## config.mk

```make
export PLATFORM = sky130hd
export DESIGN_NAME = fetch_prefetch_unit
export DESIGN_NICKNAME = d
export VERILOG_FILES = /design/src/rtl/fetch_prefetch_unit.sv
export SDC_FILE = /design/constraint.sdc
export NUM_CORES = 1
export LEC_CHECK = 0
export BUFFER_PORTS_ARGS = -buffer_cell sky130_fd_sc_hd__buf_2
export CORE_ASPECT_RATIO = 1.4
export CORE_MARGIN = 4
export CORE_UTILIZATION = 62
export DETAILED_ROUTE_END_ITERATION = 10
export HOLD_SLACK_MARGIN = 0.08
export PLACE_DENSITY = 0.85
export SLEW_MARGIN = 10
export SYNTH_ARGS = -nofsm -noshare
export SYNTH_HDL_FRONTEND = slang
export SYNTH_SLANG_ARGS = --single-unit
```

## constraint.sdc

```tcl
create_clock -name clk -period 7.4 [get_ports clk]
set_input_delay 1.48 -clock clk [delete_from_list [all_inputs] [get_ports clk]]
set_output_delay 1.48 -clock clk [all_outputs]
set_load 0.02 [all_outputs]
```

## src/rtl/fetch_prefetch_unit.sv

```systemverilog
// fetch_prefetch_unit
//   Instruction-fetch front end ahead of the Fetch/Decode register. It owns the
//   fetch PC, issues addresses to a synchronous ROM with a 1-cycle read latency,
//   buffers {instruction, pc} pairs in a small FIFO, and presents the FIFO head
//   to decode. Stalls hold the head. A redirect flushes the FIFO and refetches.
//
// Ports
//   clk            in   rising-edge clock
//   reset          in   synchronous, active-high
//   stall          in   decode cannot accept the head this cycle
//   redirect_valid in   taken branch in decode: flush and refetch
//   redirect_addr  in   branch target [ADDR_WIDTH]
//   rom_req        out  rom_address is a live request this cycle
//   rom_address    out  ROM address [ADDR_WIDTH]
//   rom_q          in   ROM data for the address issued last cycle [DATA_WIDTH]
//   instr_valid    out  FIFO head is valid
//   instr_out      out  instruction at the FIFO head [DATA_WIDTH]
//   pc_out         out  PC of instr_out [ADDR_WIDTH]
module fetch_prefetch_unit #(
    parameter int                    DATA_WIDTH = 16,
    parameter int                    ADDR_WIDTH = 16,
    parameter int                    DEPTH      = 4,
    parameter logic [ADDR_WIDTH-1:0] RESET_PC   = '0
) (
    input  logic                  clk,
    input  logic                  reset,
    input  logic                  stall,
    input  logic                  redirect_valid,
    input  logic [ADDR_WIDTH-1:0] redirect_addr,
    output logic                  rom_req,
    output logic [ADDR_WIDTH-1:0] rom_address,
    input  logic [DATA_WIDTH-1:0] rom_q,
    output logic                  instr_valid,
    output logic [DATA_WIDTH-1:0] instr_out,
    output logic [ADDR_WIDTH-1:0] pc_out
);

    localparam int PTR_W = $clog2(DEPTH);
    localparam int CNT_W = PTR_W + 1;
    localparam logic [CNT_W:0] DEPTH_L = (CNT_W + 1)'(DEPTH);

    logic [ADDR_WIDTH-1:0] pc_fetch_q, pc_fetch_d;
    logic                  inflight_q, inflight_d;
    logic [ADDR_WIDTH-1:0] inflight_pc_q, inflight_pc_d;
    logic [CNT_W-1:0]      count_q, count_d;
    logic [PTR_W-1:0]      wr_ptr_q, wr_ptr_d;
    logic [PTR_W-1:0]      rd_ptr_q, rd_ptr_d;
    logic [DATA_WIDTH-1:0] data_mem_q [DEPTH];
    logic [DATA_WIDTH-1:0] data_mem_d [DEPTH];
    logic [ADDR_WIDTH-1:0] pc_mem_q   [DEPTH];
    logic [ADDR_WIDTH-1:0] pc_mem_d   [DEPTH];

    logic [CNT_W:0] occupancy;
    logic           pop;

    // Credit counts the buffered entries plus the one request whose data is
    // still on its way back, so every returning word has a free slot.
    assign occupancy   = {1'b0, count_q} + {{CNT_W{1'b0}}, inflight_q};
    assign rom_req     = !reset && !redirect_valid && (occupancy < DEPTH_L);
    assign rom_address = reset ? RESET_PC : pc_fetch_q;

    // Gating with reset keeps the outputs at their idle values for the whole
    // time reset is held, including the first cycle before state is cleared.
    assign instr_valid = !reset && (count_q != '0);
    assign instr_out   = instr_valid ? data_mem_q[rd_ptr_q] : '0;
    assign pc_out      = instr_valid ? pc_mem_q[rd_ptr_q] : '0;
    assign pop         = instr_valid && !stall && !redirect_valid;

    always_comb begin
        pc_fetch_d    = pc_fetch_q;
        inflight_d    = 1'b0;
        inflight_pc_d = inflight_pc_q;
        count_d       = count_q;
        wr_ptr_d      = wr_ptr_q;
        rd_ptr_d      = rd_ptr_q;
        data_mem_d    = data_mem_q;
        pc_mem_d      = pc_mem_q;

        if (redirect_valid) begin
            // Flush: the word returning this cycle belongs to the wrong path
            // and is dropped by leaving inflight clear.
            pc_fetch_d = redirect_addr;
            count_d    = '0;
            wr_ptr_d   = '0;
            rd_ptr_d   = '0;
        end else begin
            if (rom_req) begin
                pc_fetch_d    = pc_fetch_q + ADDR_WIDTH'(1);
                inflight_d    = 1'b1;
                inflight_pc_d = pc_fetch_q;
            end
            if (inflight_q) begin
                data_mem_d[wr_ptr_q] = rom_q;
                pc_mem_d[wr_ptr_q]   = inflight_pc_q;
                wr_ptr_d             = wr_ptr_q + PTR_W'(1);
            end
            if (pop) begin
                rd_ptr_d = rd_ptr_q + PTR_W'(1);
            end
            case ({inflight_q, pop})
                2'b10:   count_d = count_q + CNT_W'(1);
                2'b01:   count_d = count_q - CNT_W'(1);
                default: count_d = count_q;
            endcase
        end
    end

    always_ff @(posedge clk) begin
        if (reset) begin
            pc_fetch_q <= RESET_PC;
            inflight_q <= 1'b0;
            count_q    <= '0;
            wr_ptr_q   <= '0;
            rd_ptr_q   <= '0;
        end else begin
            pc_fetch_q <= pc_fetch_d;
            inflight_q <= inflight_d;
            count_q    <= count_d;
            wr_ptr_q   <= wr_ptr_d;
            rd_ptr_q   <= rd_ptr_d;
        end
    end

    // Payload storage carries no reset; validity is tracked by count/inflight.
    always_ff @(posedge clk) begin
        inflight_pc_q <= inflight_pc_d;
        data_mem_q    <= data_mem_d;
        pc_mem_q      <= pc_mem_d;
    end

endmodule
```

After elaboration in Yosys (flattened, before gate mapping)
Index checks and enable logic that the tools add are counted.
{ "word_totals": {"ff_bits": 168, "wordCells": 61, "output_inout_bits": 50, "in_bits": 36} }
{ "classes": {"order_cmp": 4, "eq_ne": 2, "addsub": 6, "bitwise": 3, "muxes": 17, "reduce_logical": 15} }
{ "op_table": {"columns": ["cell", "n"], "rows": [
  ["$mux W16", 10],
  ["$bwmux W64", 2],
  ["$bmux W16 S2", 2],
  ["$demux W16 S2", 1],
  ["$add A16 B1 Y16 const B", 1],
  ["$ge A3 B3 Y1 const B", 2],
  ["$logic_and A1 B1 Y1", 6],
  ["$not A2 Y3", 2],
  ["$pmux W3 S2", 1],
  ["$add A2 B1 Y2 const B", 2],
  ["$add A3 B1 Y4", 1],
  ["$lt A4 B3 Y1 const B", 1],
  ["$reduce_and A2 Y1", 2],
  ["$reduce_bool A2 Y1", 2],
  ["$add A3 B1 Y3 const B", 1],
  ["$logic_not A1 Y1", 3],
  ["$lt A3 B1 Y1 const B", 1],
  ["$reduce_bool A3 Y1", 1],
  ["$sub A3 B1 Y3 const B", 1],
  ["$eq A2 B1 Y1 const B", 1],
  ["$eq A2 B2 Y1 const B", 1],
  ["$reduce_or A2 Y1", 1],
  ["$mux W1", 1],
  ["$not A1 Y1", 1]
]} }

Logic depth before layout (Yosys ltp)
{ "logic_depth": {"word_depth": 6, "ltp_mapped": 8, "ltp_nobuf": 7} }

Least setup slack after synthesis
No wires, ideal clock.
{ "synth_timing": {"path_kind": "input to output", "from": "input reset", "to": "output pc_out[10]", "t_required_ns": 5.920, "path_buffers": 2, "t_arrival_ns": 2.497, "setup_slack_ns": 3.423, "stages": 4, "cell_sequence": "clkbuf_1 -> nor2_1 -> clkbuf_1 -> and2_1"} }
{ "synth_via": {"elab_chain_cells": 3} }
{ "synth_rtl": {"columns": ["element", "line_no", "text"], "rows": [
  ["start, declared", "26", "input logic reset,"],
  ["$logic_not A1 Y1", "64", "assign instr_valid = !reset && (count_q != '0);"],
  ["$logic_and A1 B1 Y1", "64", null],
  ["via instr_valid", "33", "output logic instr_valid,"],
  ["$mux W16", "66", "assign pc_out = instr_valid ? pc_mem_q[rd_ptr_q] : '0;"],
  ["end, declared", "35", "output logic [ADDR_WIDTH-1:0] pc_out"]
]} }
The timed path passes the listed nets, and every way through them passes these cells.

Worst setup path after layout
{ "layout_timing": {"from": "input reset", "to": "output pc_out[1]"} }
{ "layout_via": {"elab_chain_cells": 3} }
{ "layout_rtl": {"columns": ["element", "line_no"], "rows": [
  ["$logic_not A1 Y1", "64"],
  ["$logic_and A1 B1 Y1", "64"],
  ["$mux W16", "66"]
]} }
No other way between the ends.

==> reports/qor.txt <==
status -> finished, final reports clean
Cells after Synth -> 388
VDD IR max -> 192 uV
worst reg2reg endpoint -> pc_fetch_q[13]
flops & latches, synth -> 168
Arr. time, crit path -> 3.20 ns
Fillers -> 623
initial antenna violation count -> 1
Flop pwr share -> 53.4%
setup TNS -> 0 ns
DRT iter0 DRCs -> 244
Yosys cell types -> 37
Mapped Nets -> 431
layout cells sized above 1 -> 33.1%
Clock Tree Buf Depth -> 2
Tmin final -> 4.68 ns
DR vias -> 3662
f_max -> 214 MHz
Root Driver -> clkbuf_16
CP Class -> in2out
total CTS buffers -> 17
All-Layer GR Usage -> 22.4%
Worst-Margin Slew -> 1.17 ns
P_sw -> 0.415 mW
power per cell area -> 254 nW/um2
Multi-input gate area -> 1780 um2
max-slew violation total from the final report -> 0
std cell rows -> 44
DP HPWL -> 7590 um
largest net degree at the start of global routing -> 37
WP data required -> 5.92 ns
RR Startpoint -> count_q[0]
vias in the first global route -> 3812
Post-CTS Setup Inserts -> 0
Syn-to-layout area delta -> 16.8%
final instance area -> 7830 um2
drt via density -> 5.86
Tightest Hold Check Type -> reg2reg
prevailing post-synth register cell -> edfxtp_1
Worst Hold Launch -> pc_fetch_q[14]
number of flops mapped to enable cells by yosys -> 144
antenna-violating nets left -> 0
Max-Cap Viols -> 0
Post-CTS Resized -> 0
R2R setup slack -> 5.13 ns
synthesized area -> 6700 um2
Pwr Total -> 1.99 mW
Reg2Reg Depth -> 4
final hold viol count -> 0
DRT Wirelength -> 12800 um
part of the cycle the worst path needs -> 63.2%
leading cell type in the layout, fill and taps excluded -> edfxtp_1
RSZ-0062 raised after global routing -> false
P_leak -> 2.78 nW
# IOs -> 86
clk_skew -> 0.0131 ns
clk slew on worst S/H paths -> 0.06 ns
internal cell power -> 1.57 mW
gpl congestion -> 0.760
Worst-Skew Late Latency -> 0.42 ns
Reg area -> 4810 um2
Hold Path Sink -> inflight_pc_q[14]
Hold WS -> 0.482 ns
die height -> 131 um
final setup fails -> 0
post-DR wirelength/cell -> 20.4 um
drt first pass iters -> 5
worst hold stages -> 0
combinational power share -> 3.7%
Avg Cell Area, Syn -> 17.3 um2
clock share of power -> 42.9%
core footprint -> 10500 um2
H-tree level count -> 4
CTS tree -> done
Synth warnings -> 0
IO buf count -> 85
global-route wire length before repair -> 20200 um
nets@finish -> 516
critical path fanouts, max -> 36
CP Capture Type -> output port
clock sinks -> 168
startpoint types -> input pin
worst relative slew slack -> 21.6%
Die Area -> 12600 um2
total gr overflow -> 0
Net Sw Frac -> 20.9%
Placed Area -> 7240 um2
hold_buf cts -> 0
starting density of the core -> 64.1%
register area share after synthesis -> 71.7%
most frequent cells in the layout -> 144 x edfxtp_1, 85 x buf_2, 33 x and2_1
final core occ -> 74.8%
DRC violations left -> 0
Chip Width -> 95.9 um
Post-synth ARST share -> 0%
==> synthesized netlist by cell type, types with 5 or more instances <==
library cell	n	area share, %
edfxtp_1	144	65
and2_1	33	3.1
mux4_2	32	11
dfxtp_1	24	7.2
nor2_1	22	1.2
clkbuf_1	18	1.0
nor2b_1	15	1.4
inv_1	9	0.50
nand2_1	8	0.45
xor2_1	8	1.0
a211oi_1	7	0.78
and3_1	6	0.56
ha_1	6	1.1
xnor2_1	5	0.65
==> power by group through the flow <==
stage / Clock (mW) / Sequential (mW) / Combinational (mW)
floorplan: 0 / 1.08 / 0.0461
global placement: 0 / 1.08 / 0.0695
detailed placement: 0 / 1.08 / 0.0724
CTS: 0.863 / 1.06 / 0.0737
global route: 0.905 / 1.06 / 0.0807
finish: 0.853 / 1.06 / 0.0728
==> worst max-delay path, stage by stage <==
cell    delay, ns
buf_2        0.29
nor2_2       0.97
and2_1       0.27
buf_2        0.17
==> metrics by stage <==
step | setup WS, ns | cells
after detailed placement | 2.80 | 592
after global routing | 2.58 | 625
after global placement | 2.85 | 592
after floorplan | 3.42 | 388
final | 2.72 | 625
after CTS | 2.70 | 624
==> per-layer routing <==
metal | share of wire (%) | vias up | GRT usage [%]
met3 | 5.4 | 19 | 4.98
met2 | 54 | 140 | 37.3
met4 | 2.2 | 0 | 10.3
met1 | 39 | 1838 | 28.1
met5 | 0 | - | 0
li1 | - | 1665 | -
==> registers in the layout, summed over array words and instances (netlist names) <==
signal / count
count_q: 3
data_mem_q: 64
pc_mem_q: 64
pc_fetch_q: 16
inflight_q: 1
wr_ptr_q: 2
inflight_pc_q: 16
rd_ptr_q: 2
==> final cells by class <==
type | count | share of cell area, %
repair buffers | 88 | 5.72
inverters | 9 | 0.432
diodes | 1 | 0.0320
clock inverters | 15 | 1.97
flip-flops and latches | 168 | 61.4
well taps | 138 | 2.21
multi-input cells | 189 | 22.8
clock buffers | 17 | 5.44
==> worst max-delay path by stage <==
stage | from | to | slack (ns) | cells after the start
finish | reset | pc_out[1] | 2.72 | 4
floorplan | reset | pc_out[10] | 3.42 | 4
detailed placement | reset | instr_out[0] | 2.80 | 4
CTS | reset | pc_out[9] | 2.70 | 4
global route | reset | pc_out[1] | 2.58 | 4
global placement | reset | pc_out[6] | 2.85 | 4
==> kinds of logic (layout without fill, tap and decap cells) <==
logic type | count (synthesis) | in the layout | synth area share [%]
xor+xnor | 13 | 13 | 1.70
fa+ha+maj | 7 | 7 | 1.42
other cells | 0 | 1 | 0
buf+inv | 31 | 129 | 1.81
flops | 168 | 168 | 71.7
compound gates | 27 | 27 | 2.95
mux | 35 | 35 | 11.2
simple gates | 107 | 107 | 9.20
Power figures use the tool's default switching activity.
